**src/rtl/mips31_pkg.sv**
```systemverilog
// mips31_pkg: ALU operation codes and GPR write-data select encodings.
// The ID/EXE and EXE/MEM pipeline registers both use these constants.
package mips31_pkg;

    // ALU operation codes (v2.0 encoding)
    localparam logic [3:0] ALU_NOP  = 4'b0000;
    localparam logic [3:0] ALU_MOVN = 4'b0001;
    localparam logic [3:0] ALU_ADD  = 4'b0010;
    localparam logic [3:0] ALU_ADDU = 4'b0011;
    localparam logic [3:0] ALU_SUB  = 4'b0100;
    localparam logic [3:0] ALU_SUBU = 4'b0101;
    localparam logic [3:0] ALU_AND  = 4'b0110;
    localparam logic [3:0] ALU_OR   = 4'b0111;
    localparam logic [3:0] ALU_XOR  = 4'b1000;
    localparam logic [3:0] ALU_NOR  = 4'b1001;
    localparam logic [3:0] ALU_SLT  = 4'b1010;
    localparam logic [3:0] ALU_SLTU = 4'b1011;
    localparam logic [3:0] ALU_SRL  = 4'b1100;
    localparam logic [3:0] ALU_SRA  = 4'b1101;
    localparam logic [3:0] ALU_SLL  = 4'b1110;
    localparam logic [3:0] ALU_LUI  = 4'b1111;

    // GPR write-data source select
    localparam logic [1:0] WSEL_ALU = 2'b00;
    localparam logic [1:0] WSEL_MEM = 2'b01;
    localparam logic [1:0] WSEL_PC8 = 2'b10;

    // True for the trapping add/sub ops whose signed overflow matters
    function automatic logic is_trap_arith(input logic [3:0] code);
        return (code == ALU_ADD) || (code == ALU_SUB);
    endfunction

endpackage

```
**src/rtl/alu31.sv**
```systemverilog
// alu31: purely combinational ALU for the EXE stage.
// Shift ops take the value from opr2 and the amount from opr1[4:0].
module alu31
    import mips31_pkg::*;
(
    input  logic [31:0] opr1,
    input  logic [31:0] opr2,
    input  logic [3:0]  control,
    output logic [31:0] result,
    output logic        overflow,
    output logic        zero_opr2
);

    logic [31:0] sum;
    logic [31:0] diff;
    logic [4:0]  shamt;

    assign sum       = opr1 + opr2;
    assign diff      = opr1 - opr2;
    assign shamt     = opr1[4:0];
    assign zero_opr2 = (opr2 == 32'h0);

    // Result select per operation code
    always_comb begin
        result = 32'h0;
        case (control)
            ALU_MOVN: result = opr1;
            ALU_ADD,
            ALU_ADDU: result = sum;
            ALU_SUB,
            ALU_SUBU: result = diff;
            ALU_AND:  result = opr1 & opr2;
            ALU_OR:   result = opr1 | opr2;
            ALU_XOR:  result = opr1 ^ opr2;
            ALU_NOR:  result = ~(opr1 | opr2);
            ALU_SLT:  result = {31'h0, ($signed(opr1) < $signed(opr2))};
            ALU_SLTU: result = {31'h0, (opr1 < opr2)};
            ALU_SRL:  result = opr2 >> shamt;
            ALU_SRA:  result = $unsigned($signed(opr2) >>> shamt);
            ALU_SLL:  result = opr2 << shamt;
            ALU_LUI:  result = {opr2[15:0], 16'h0};
            default:  result = 32'h0;
        endcase
    end

    // Signed overflow: only the trapping add/sub report it
    always_comb begin
        overflow = 1'b0;
        case (control)
            ALU_ADD: overflow = (opr1[31] == opr2[31]) && (sum[31] != opr1[31]);
            ALU_SUB: overflow = (opr1[31] != opr2[31]) && (diff[31] != opr1[31]);
            default: overflow = 1'b0;
        endcase
    end

endmodule

```
**src/rtl/exe_mem_reg.sv**
```systemverilog
// exe_mem_reg: EXE stage ALU plus the EXE/MEM pipeline register.
// Optional feature macro: OVF_TRAP_EN (add/sub overflow suppresses the
// GPR write and records the first faulting PC in ovf_flag/ovf_epc).
//
// Advance control: flush has priority over ena. flush=1 loads a bubble
// (all mem_* zero); otherwise ena=1 captures the EXE stage and ena=0
// holds every mem_* output. Reset is synchronous and overrides both.
module exe_mem_reg
    import mips31_pkg::*;
(
    input  logic        clk,
    input  logic        reset,
    input  logic        ena,
    input  logic        flush,
    input  logic [31:0] exe_alu_opr1_in,
    input  logic [31:0] exe_alu_opr2_in,
    input  logic [3:0]  exe_alu_control_in,
    input  logic        exe_GPR_we_in,
    input  logic [4:0]  exe_GPR_waddr_in,
    input  logic [1:0]  exe_GPR_wdata_select_in,
    input  logic [31:0] exe_GPR_rt_in,
    input  logic [31:0] exe_pc_in,
    input  logic [31:0] exe_instr_in,
    output logic [31:0] exe_fwd_result,
    output logic        exe_fwd_we,
    output logic [31:0] mem_alu_result_out,
    output logic [31:0] mem_GPR_rt_out,
    output logic [31:0] mem_pc_out,
    output logic [31:0] mem_instr_out,
    output logic        mem_GPR_we,
    output logic [4:0]  mem_GPR_waddr,
    output logic [1:0]  mem_GPR_wdata_select,
    output logic        ovf_flag,
    output logic [31:0] ovf_epc
);

    logic [31:0] alu_result;
    logic        alu_overflow;
    logic        alu_zero_opr2;
    logic        ovf_kill;
    logic        eff_we;

    alu31 u_alu (
        .opr1      (exe_alu_opr1_in),
        .opr2      (exe_alu_opr2_in),
        .control   (exe_alu_control_in),
        .result    (alu_result),
        .overflow  (alu_overflow),
        .zero_opr2 (alu_zero_opr2)
    );

`ifdef OVF_TRAP_EN
    assign ovf_kill = alu_overflow;
`else
    // Without trapping, add/sub behave exactly like addu/subu
    assign ovf_kill = 1'b0;
`endif

    // Effective write enable: squash NOP, movn with zero condition, and trapped overflow
    always_comb begin
        eff_we = exe_GPR_we_in;
        if (exe_alu_control_in == ALU_NOP)
            eff_we = 1'b0;
        if ((exe_alu_control_in == ALU_MOVN) && alu_zero_opr2)
            eff_we = 1'b0;
        if (ovf_kill)
            eff_we = 1'b0;
    end

    assign exe_fwd_result = alu_result;
    assign exe_fwd_we     = eff_we;

    // EXE/MEM register: reset, then flush (bubble), then ena (capture), else hold
    always_ff @(posedge clk) begin
        if (!reset || flush) begin
            mem_alu_result_out   <= 32'h0;
            mem_GPR_rt_out       <= 32'h0;
            mem_pc_out           <= 32'h0;
            mem_instr_out        <= 32'h0;
            mem_GPR_we           <= 1'b0;
            mem_GPR_waddr        <= 5'h0;
            mem_GPR_wdata_select <= 2'h0;
        end else if (ena) begin
            mem_alu_result_out   <= alu_result;
            mem_GPR_rt_out       <= exe_GPR_rt_in;
            mem_pc_out           <= exe_pc_in;
            mem_instr_out        <= exe_instr_in;
            mem_GPR_we           <= eff_we;
            mem_GPR_waddr        <= exe_GPR_waddr_in;
            mem_GPR_wdata_select <= exe_GPR_wdata_select_in;
        end
    end

`ifdef OVF_TRAP_EN
    logic        ovf_flag_q;
    logic [31:0] ovf_epc_q;

    // Sticky overflow record: first faulting PC is kept until reset
    always_ff @(posedge clk) begin
        if (!reset) begin
            ovf_flag_q <= 1'b0;
            ovf_epc_q  <= 32'h0;
        end else if (ena && !flush && exe_GPR_we_in && alu_overflow && !ovf_flag_q) begin
            ovf_flag_q <= 1'b1;
            ovf_epc_q  <= exe_pc_in;
        end
    end

    assign ovf_flag = ovf_flag_q;
    assign ovf_epc  = ovf_epc_q;
`else
    assign ovf_flag = 1'b0;
    assign ovf_epc  = 32'h0;
`endif

endmodule

```
**config.mk**
```make
export PLATFORM = sky130hd
export DESIGN_NAME = exe_mem_reg
export DESIGN_NICKNAME = d
export VERILOG_FILES = /design/src/rtl/mips31_pkg.sv /design/src/rtl/alu31.sv /design/src/rtl/exe_mem_reg.sv
export SDC_FILE = /design/constraint.sdc
export NUM_CORES = 1
export LEC_CHECK = 0
export ABC_AREA = 1
export CORE_MARGIN = 4
export CORE_UTILIZATION = 61
export CTS_BUF_LIST = sky130_fd_sc_hd__clkbuf_4
export CTS_CLUSTER_SIZE = 20
export DETAILED_ROUTE_END_ITERATION = 8
export DONT_BUFFER_PORTS = 1
export GPL_TIMING_DRIVEN = 0
export PLACE_DENSITY = 0.88
export SETUP_SLACK_MARGIN = 0.5
export SYNTH_ARGS = -nofsm -noshare
export SYNTH_HDL_FRONTEND = slang
export SYNTH_SLANG_ARGS = --single-unit
```
**constraint.sdc**
```tcl
create_clock -name clk -period 2.85 [get_ports clk]
set_input_delay 0.4275 -clock clk [delete_from_list [all_inputs] [get_ports clk]]
set_output_delay 0.4275 -clock clk [all_outputs]
set_load 0.05 [all_outputs]
```
==> flow_metrics.py, run 1 <==
metrics = {
    "synth": {
        "synth_area_per_cell_um2": 5.373,
        "postSynthRegisterBits": 136,
        "syn-instance-count": 2950,
        "synth.distinct_cells": 41,
        "synthesis_warnings": 0,
        "synthDominantAreaCellType": "nand2_1",
        "ys_dominant_reg_cell": "dfxtp_1",
        "synthTopCellsByArea": "nand2_1 25%, dfxtp_1 17%, nand3_1 14%",
        "synth_top_cell_area_share_pct": 24.84,
        "synth_edf_count": 0,
        "ys_seq_area_share_pct": 17.18,
        "synth_async_sr_flop_share_pct": 0,
        "synth_most_common_cell": "nand2_1",
        "synth_top_cells_by_count": "1049 x nand2_1, 459 x nand3_1, 369 x inv_1, 227 x nor2_1, 174 x a21oi_1",
        "cell_area_after_technology_mapping_um2": 15850,
    },
    "clocking": {
        "cts_buffers": 17,
        "cts-root-to-sink-buffers": 2,
        "h-tree-depth": 4,
        "tritoncts_num_sinks": 136,
        "clockRootBuffer": "clkbuf_4",
    },
    "placed_design": {
        "pre_cts_ws_ns": -0.5291,
        "port_buffers": 0,
        "place_inst": 3312,
        "gpl.final_weighted_congestion": 1.201,
        "hpwl_um": 65160,
    },
    "floorplan": {
        "initial_utilization_pct": 62.40,
        "pin_count": 378,
        "fp.dieH_um": 169.2,
        "placement_rows": 58,
        "chipWidth_um": 169.2,
    },
    "outcome": {
        "failed_stage": "global routing",
        "status": "aborted with a tool error",
        "error_message": "[ERROR GRT-0232] Routing congestion too high. Check the congestion heatmap in the GUI.",
    },
    "grt": {
        "globalRoute.totalOverflow": 79,
        "grt_use_total_pct": 77.48,
        "maximum_number_of_pins_on_one_net_before_global_route_repair": 17,
    },
    "sta": {
        "timing.worst_endpoint.kind": "top-level output",
        "worst_endpoint": "exe_fwd_result[4]",
    },
}
[per-layer routing]
metal  GRT overflow  GRT usage, %
met1              1         76.26
met2             31         91.61
met3              1         66.83
met4             46         76.90
met5              0         34.78
[cell families after synthesis]
| logic type | Yosys count | synth area share [%] |
|---|---|---|
| compound gates | 318 | 10.89 |
| fa+ha+maj | 99 | 7.910 |
| buf+inv | 553 | 15.09 |
| flops | 136 | 17.18 |
| mux | 1 | 0.06316 |
| other cells | 1 | 0.02366 |
| simple gates | 1842 | 48.84 |
[repair_timing]
item | 4_1_cts
endpoints found under the hold margin | 55
pin swaps | 87
endpoints found under the setup margin | 39
resized for setup | 243
hold buffers | 55
buffers inserted | 72
gates cloned | 2
[through the flow]
| stage | instance area [um^2] | util (%) |
|---|---|---|
| 4_1_cts | 19400 | 76.38 |
| 3_5_place_dp | 17020 | 67.00 |
| 3_3_place_gp | 17020 | 67.00 |
| 2_1_floorplan | 16600 | - |
==> run 2: changes to the inputs <==
- CORE_UTILIZATION: 61 -> 40
- CTS_BUF_LIST: sky130_fd_sc_hd__clkbuf_4 -> not set
- CTS_CLUSTER_SIZE: 20 -> not set
- PLACE_DENSITY: 0.88 -> not set
- PLACE_DENSITY_LB_ADDON: not set -> 0.15
- SETUP_SLACK_MARGIN: 0.5 -> not set
- clock period: 2.85 -> 3.71 ns (I/O delays scaled with it)
==> run 2 against run 1 <==
Effect of this change:
- the flow now finishes, with violations (negative setup slack)
- synthesized area is the same
- synthesized cell count unchanged
==> flow_metrics.py, run 2 <==
metrics = {
    "synth": {
        "synth_most_common_cell": "nand2_1",
        "synth_top_cells_by_count": "1049 x nand2_1, 459 x nand3_1, 369 x inv_1, 227 x nor2_1, 174 x a21oi_1",
        "syn-instance-count": 2950,
        "synthesis_warnings": 0,
        "synthTopCellsByArea": "nand2_1 25%, dfxtp_1 17%, nand3_1 14%",
        "ys_dominant_reg_cell": "dfxtp_1",
        "synth_async_sr_flop_share_pct": 0,
        "synth_top_cell_area_share_pct": 24.84,
        "synth_edf_count": 0,
        "cell_area_after_technology_mapping_um2": 15850,
        "ys_seq_area_share_pct": 17.18,
        "postSynthRegisterBits": 136,
        "synthDominantAreaCellType": "nand2_1",
        "synth_area_per_cell_um2": 5.373,
        "synth.distinct_cells": 41,
    },
    "grt": {
        "globalRoute.totalOverflow": 0,
        "grt_antenna_before_repair": 1,
        "grt_pass1_vias": 18880,
        "grt_use_total_pct": 38.94,
        "maximum_number_of_pins_on_one_net_before_global_route_repair": 21,
        "global_route_wire_length_before_repair_um": 126500,
    },
    "route": {
        "met3_length_um": 9069,
        "highest_layer": "met5",
        "drc": 0,
        "route.antenna.remaining_nets": 0,
        "postRouteWirelength_um": 88620,
        "dr.first_iter.drc_count": 2482,
        "drt_pass1_iterations": 8,
        "detailroute.wirelength.met2_um": 39230,
        "wirelength_met1_um": 34740,
        "avgRoutedWirePerCell_um": 25.10,
        "via_count_normalized_by_instance_count": 5.780,
        "dr_total_vias": 20410,
    },
    "power": {
        "power.static_leakage_uw": 0.009240,
        "power.density_cell_area_nw_per_um2": 325.9,
        "vdd_drop_max_mv": 0.4011,
    },
    "layout": {
        "layout-area-overhead-vs-synth_pct": 10.64,
        "area_used_by_multi_input_combinational_logic_um2": 11100,
        "fillerInstances": 4458,
        "mostFrequentLayoutCell": "nand2_1",
        "num-nets-final": 3275,
        "seq_area_um2": 2723,
        "antenna_cells_inserted": 0,
        "fraction_of_final_layout_cells_sized_beyond_drive_strength_1_pct": 7.136,
        "layout.cells.most_common_list": "1035 x nand2_1, 444 x nand3_1, 361 x inv_1, 212 x nor2_1, 174 x a21oi_1",
    },
    "clocking": {
        "worst_skew_pair.late_latency_ns": 0.42,
        "clk_pin_slew_ns": 0.06,
        "cts_tree": "done",
        "cts-root-to-sink-buffers": 2,
        "cts_buffers": 17,
        "clockRootBuffer": "clkbuf_16",
        "tritoncts_num_sinks": 136,
        "h-tree-depth": 4,
    },
    "sta": {
        "timing_worst_slew_pin_value_ns": 0.9181,
        "timing_max_transition_violations_final": 0,
        "final.hold.worst_slack_ns": 0.2707,
        "finalCriticalPeriod_ns": 3.742,
        "setup_viol": 3,
        "max-slew-margin-rel_pct": 38.61,
        "fmax_mhz": 267.2,
        "finalHoldViolations": 0,
        "timing.final.crit_share_pct": 100.9,
        "finClkSkew_ns": 0,
        "layout_setup_ws_ns": -0.03239,
        "setup_repair_after_global_routing_missed_its_margin": "true",
    },
    "worst_setup_path": {
        "cp_max_fo": 10,
        "setup.worst_path.class": "input pin to output pin",
        "end_kind": "output pin",
        "reg2reg_slack_ns": 2.61,
        "timing.critical_path.arrival_ns": 3.19,
        "startpoint_kind_of_the_worst_setup_timing_path": "input pin",
        "critical_path_required_ns": 3.15,
    },
    "placed_design": {
        "port_buffers": 0,
        "gpl.final_weighted_congestion": 1.083,
        "pre_cts_ws_ns": -1.022,
        "hpwl_um": 74330,
    },
    "job": {
        "max_cap_violations": 0,
    },
    "outcome": {
        "violated_checks": "negative setup slack",
        "status": "finished, violations left",
    },
    "floorplan": {
        "floorplan.die_area_um2": 42870,
        "placement_rows": 72,
        "chipWidth_um": 207.1,
        "fp.dieH_um": 207.1,
        "initial_utilization_pct": 40.72,
        "pin_count": 378,
        "core_region_area_um2": 38920,
    },
    "hold_path": {
        "hold_path_class": "input pin to flop",
    },
}
## run 2: cells by family (layout without fill, tap and decap cells)
kind of cell               count (synthesis)  count (layout)  share of synthesized area [%]
and+or+nand+nor                         1842            1842                          48.84
buffers and inverters                    553             584                          15.09
AOI/OAI and AO/OA                        318             318                          10.89
DFF                                      136             136                          17.18
adders and majority gates                 99              99                          7.910
other                                      1              33                        0.02366
muxes                                      1               1                        0.06316
## run 2: critical path, stage by stage
cell	delay, ns
buf_4	0.14
nor2_1	0.07
nand2_1	0.20
clkbuf_1	0.65
o22ai_1	0.18
a211oi_1	0.55
nand3_1	0.25
nor2_4	0.27
clkinvlp_4	0.31
## run 2: area by class of cell
cell class | count | share of cell area [%]
Tap cell | 518 | 3.696
Timing Repair Buffer | 4 | 0.1712
Buffer | 174 | 5.829
Clock buffer | 21 | 2.683
Clock inverter | 11 | 0.6993
Inverter | 374 | 8.098
Sequential cell | 136 | 15.53
Multi-Input combinational cell | 2293 | 63.30
## run 2: path summary, 6_finish.rpt
kind                                            start               endpoint  cells after the start
worst max-delay path            exe_alu_control_in[1]     exe_fwd_result[11]                      9
worst min-delay path                exe_GPR_rt_in[13]     mem_GPR_rt_out[13]                      2
worst min register to register         mem_pc_out[21]         mem_pc_out[21]                      2
worst max register to register  mem_alu_result_out[9]  mem_alu_result_out[9]                      2
## run 2: routing by layer
layer  global-route usage, %  vias to the layer above
li1                        -                     9476
met1                   49.25                     9467
met2                   62.17                     1211
met3                   9.289                      252
met4                   19.36                        2
met5                       0                        -
## run 2: metrics by stage
step	utilization, %	TNS (ns)	cell area (um^2)	cells	power (uW)
after floorplan	-	0	15970	2982	3263
after global placement	42.70	-23.79	16620	3500	3911
after detailed placement	42.70	-26.23	16620	3500	3917
after CTS	44.86	0	17460	3532	5643
after global routing	45.06	-0.008531	17540	3531	5961
final	45.06	-0.04137	17540	3531	5715
## run 2: timing repair
action / 4_1_cts / 5_1_grt
pin swaps: 6 / 5
hold buffers: 0 / 0
gates resized for setup: 71 / 22
endpoints found under the setup margin: 34 / 29
buffers inserted: 3 / 1
## run 2: power by group
part | leakage [uW] | switching, uW | total [uW] | internal [uW]
registers | 0.00111 | 229 | 1740 | 1510
clock network | 0.000281 | 646 | 1690 | 1040
logic | 0.00785 | 1720 | 2290 | 564
Note: power is estimated with default switching activity, not from simulation.
==> run 3: changes to the inputs <==
- CORE_MARGIN: 4 -> 2
==> run 3 against run 2 <==
Effect of this change:
- the flow still finishes with violations (negative setup slack)
- routed wire length is 1.3% higher
- core utilization is 0.54 points higher
- critical path depth stayed put
- largest power group unchanged
- clock skew stayed put
- final cell count is 0.20% higher
- register-to-register slack worse by 0.06 ns
- first-iteration DRC count is 4.3% higher
- cell area is 1.2% higher
- fmax is 0.43% higher
- sequential power hardly changed
- critical path type unchanged
- combinational power is 3% higher
==> flow_metrics.py, run 3 (same netlist as run 2, synthesis figures left out) <==
metrics = {
    "power": {
        "vdd_drop_max_mv": 0.3362,
        "report.power.total_uw": 5758,
        "power.density_cell_area_nw_per_um2": 324.4,
        "power.static_leakage_uw": 0.009323,
    },
    "layout": {
        "mostFrequentLayoutCell": "nand2_1",
        "layout.cells.most_common_list": "1023 x nand2_1, 434 x nand3_1, 360 x inv_1, 213 x nor2_1, 172 x a21oi_1",
        "final_core_utilization_pct": 45.60,
        "fraction_of_final_layout_cells_sized_beyond_drive_strength_1_pct": 8.245,
        "final_cell_area_um2": 17750,
        "antenna_cells_inserted": 0,
        "layout-area-overhead-vs-synth_pct": 11.97,
        "num-nets-final": 3282,
    },
    "worst_setup_path": {
        "path_delay_family": "buffers and inverters",
        "critical-path-max-stage-delay_ns": 0.61,
        "critical_path_required_ns": 3.15,
        "timing.critical_path.arrival_ns": 3.17,
        "ordered_cell_list_for_the_critical_path": "buf_4 > nor2_1 > nand2_1 > clkbuf_1 > o22ai_1 > a211oi_1 > nand3_1 > nor2_4 > clkinvlp_4",
        "cp_max_fo": 10,
        "critical_path_depth": 9,
        "startpoint_kind_of_the_worst_setup_timing_path": "input pin",
        "reg2reg_depth": 2,
        "setup.worst_path.class": "input pin to output pin",
        "worst_path_max_delay_cell": "clkbuf_1",
        "cp.buffers_inverters": 3,
        "end_kind": "output pin",
    },
    "clocking": {
        "clk_pin_slew_ns": 0.07,
        "clockRootBuffer": "clkbuf_16",
        "h-tree-depth": 4,
        "cts_tree": "done",
        "cts-root-to-sink-buffers": 2,
        "tritoncts_num_sinks": 136,
        "cts_buffers": 17,
        "cts_stage_hold_buffer_count": 0,
        "worst_skew_pair.late_latency_ns": 0.42,
    },
    "grt": {
        "globalRoute.totalOverflow": 0,
        "maximum_number_of_pins_on_one_net_before_global_route_repair": 20,
        "grt_antenna_before_repair": 1,
        "grt_pass1_vias": 19220,
        "global_route_wire_length_before_repair_um": 126900,
        "grt_use_total_pct": 41.92,
    },
    "sta": {
        "layout_setup_ws_ns": -0.01644,
        "setup_viol": 1,
        "finClkSkew_ns": 0,
        "fmax_mhz": 268.4,
        "setup_repair_after_global_routing_missed_its_margin": "true",
        "setup-tns-final_ns": -0.01644,
        "timing_max_transition_violations_final": 0,
        "finalCriticalPeriod_ns": 3.726,
        "timing_worst_slew_pin_value_ns": 0.9247,
        "final.hold.worst_slack_ns": 0.2725,
        "finalHoldViolations": 0,
        "max-slew-margin-rel_pct": 38.17,
        "timing.final.crit_share_pct": 100.4,
    },
    "floorplan": {
        "pin_count": 378,
        "fp.dieH_um": 203.1,
        "chipWidth_um": 203.1,
        "core_region_area_um2": 38920,
        "initial_utilization_pct": 40.72,
        "floorplan.die_area_um2": 41230,
        "placement_rows": 72,
    },
    "route": {
        "postRouteWirelength_um": 89750,
        "via_count_normalized_by_instance_count": 5.820,
        "dr.first_iter.drc_count": 2588,
        "avgRoutedWirePerCell_um": 25.37,
        "drt_pass1_iterations": 6,
        "drc": 0,
        "route.antenna.remaining_nets": 0,
        "dr_total_vias": 20590,
    },
    "placed_design": {
        "gpl.final_weighted_congestion": 1.029,
        "hpwl_um": 74940,
        "detailed_place.area_um2": 16620,
        "port_buffers": 0,
    },
    "job": {
        "max_cap_violations": 0,
    },
    "hold_path": {
        "hold_path_class": "input pin to flop",
        "hold_path_depth": 2,
    },
    "outcome": {
        "violated_checks": "negative setup slack",
        "status": "finished, violations left",
    },
}
[run 3: changes by cell type in the layout (fill, tap and decap cells not counted), sizes merged]
cell,change
inv,+5
clkbuf,-3
buf,+7
clkinvlp,-1
bufinv,-1
[run 3: worst reg2reg max path, stage by stage (launching register included)]
cell,delay (ns)
dfxtp_1,0.74
o21ai_0,0.19
a21oi_1,0.15
[run 3: worst paths after layout]
path | startpoint | end | slack (ns)
worst min register to register | mem_GPR_rt_out[8] | mem_GPR_rt_out[8] | 0.72
worst min-delay path | exe_GPR_rt_in[13] | mem_GPR_rt_out[13] | 0.27
worst max-delay path | exe_alu_control_in[1] | exe_fwd_result[11] | -0.02
worst max register to register | mem_alu_result_out[10] | mem_alu_result_out[10] | 2.55
[run 3: metrics by stage]
stage          cells  setup slack [ns]
2_1_floorplan   2982            0.3221
3_3_place_gp    3500            -1.076
3_5_place_dp    3500            -1.054
4_1_cts         3533          0.001347
5_1_grt         3538           -0.1155
6_report        3538          -0.01644
[run 3: report_power, final]
part	switching [uW]	leakage, uW	total (uW)	internal (uW)
Sequential	228	0.00111	1740	1510
Clock	706	0.000277	1660	957
Combinational	1770	0.00794	2350	589
Total	2700	0.00932	5760	3060
[run 3: cell type report]
type	count	area, um^2
Buffer	177	1051
Timing Repair Buffer	8	72.57
Sequential cell	136	2723
Clock buffer	18	439.2
Inverter	374	1430
Multi-Input combinational cell	2293	11240
Tap cell	518	648.1
Clock inverter	14	141.4
Fill cell	4390	21170
[run 3: timing repair]
item	CTS	global route
setup buffers	3	5
resized for setup	85	51
pin swaps	10	18
setup endpoints to repair	34	25
[run 3: layer usage]
metal / GRT usage [%] / wire length, um / up-vias
met3: 9.952 / 9510 / 277
met2: 66.12 / 39060 / 1203
met1: 51.78 / 34590 / 9625
met5: 0 / 16 / -
met4: 25.26 / 6572 / 2
li1: - / - / 9485
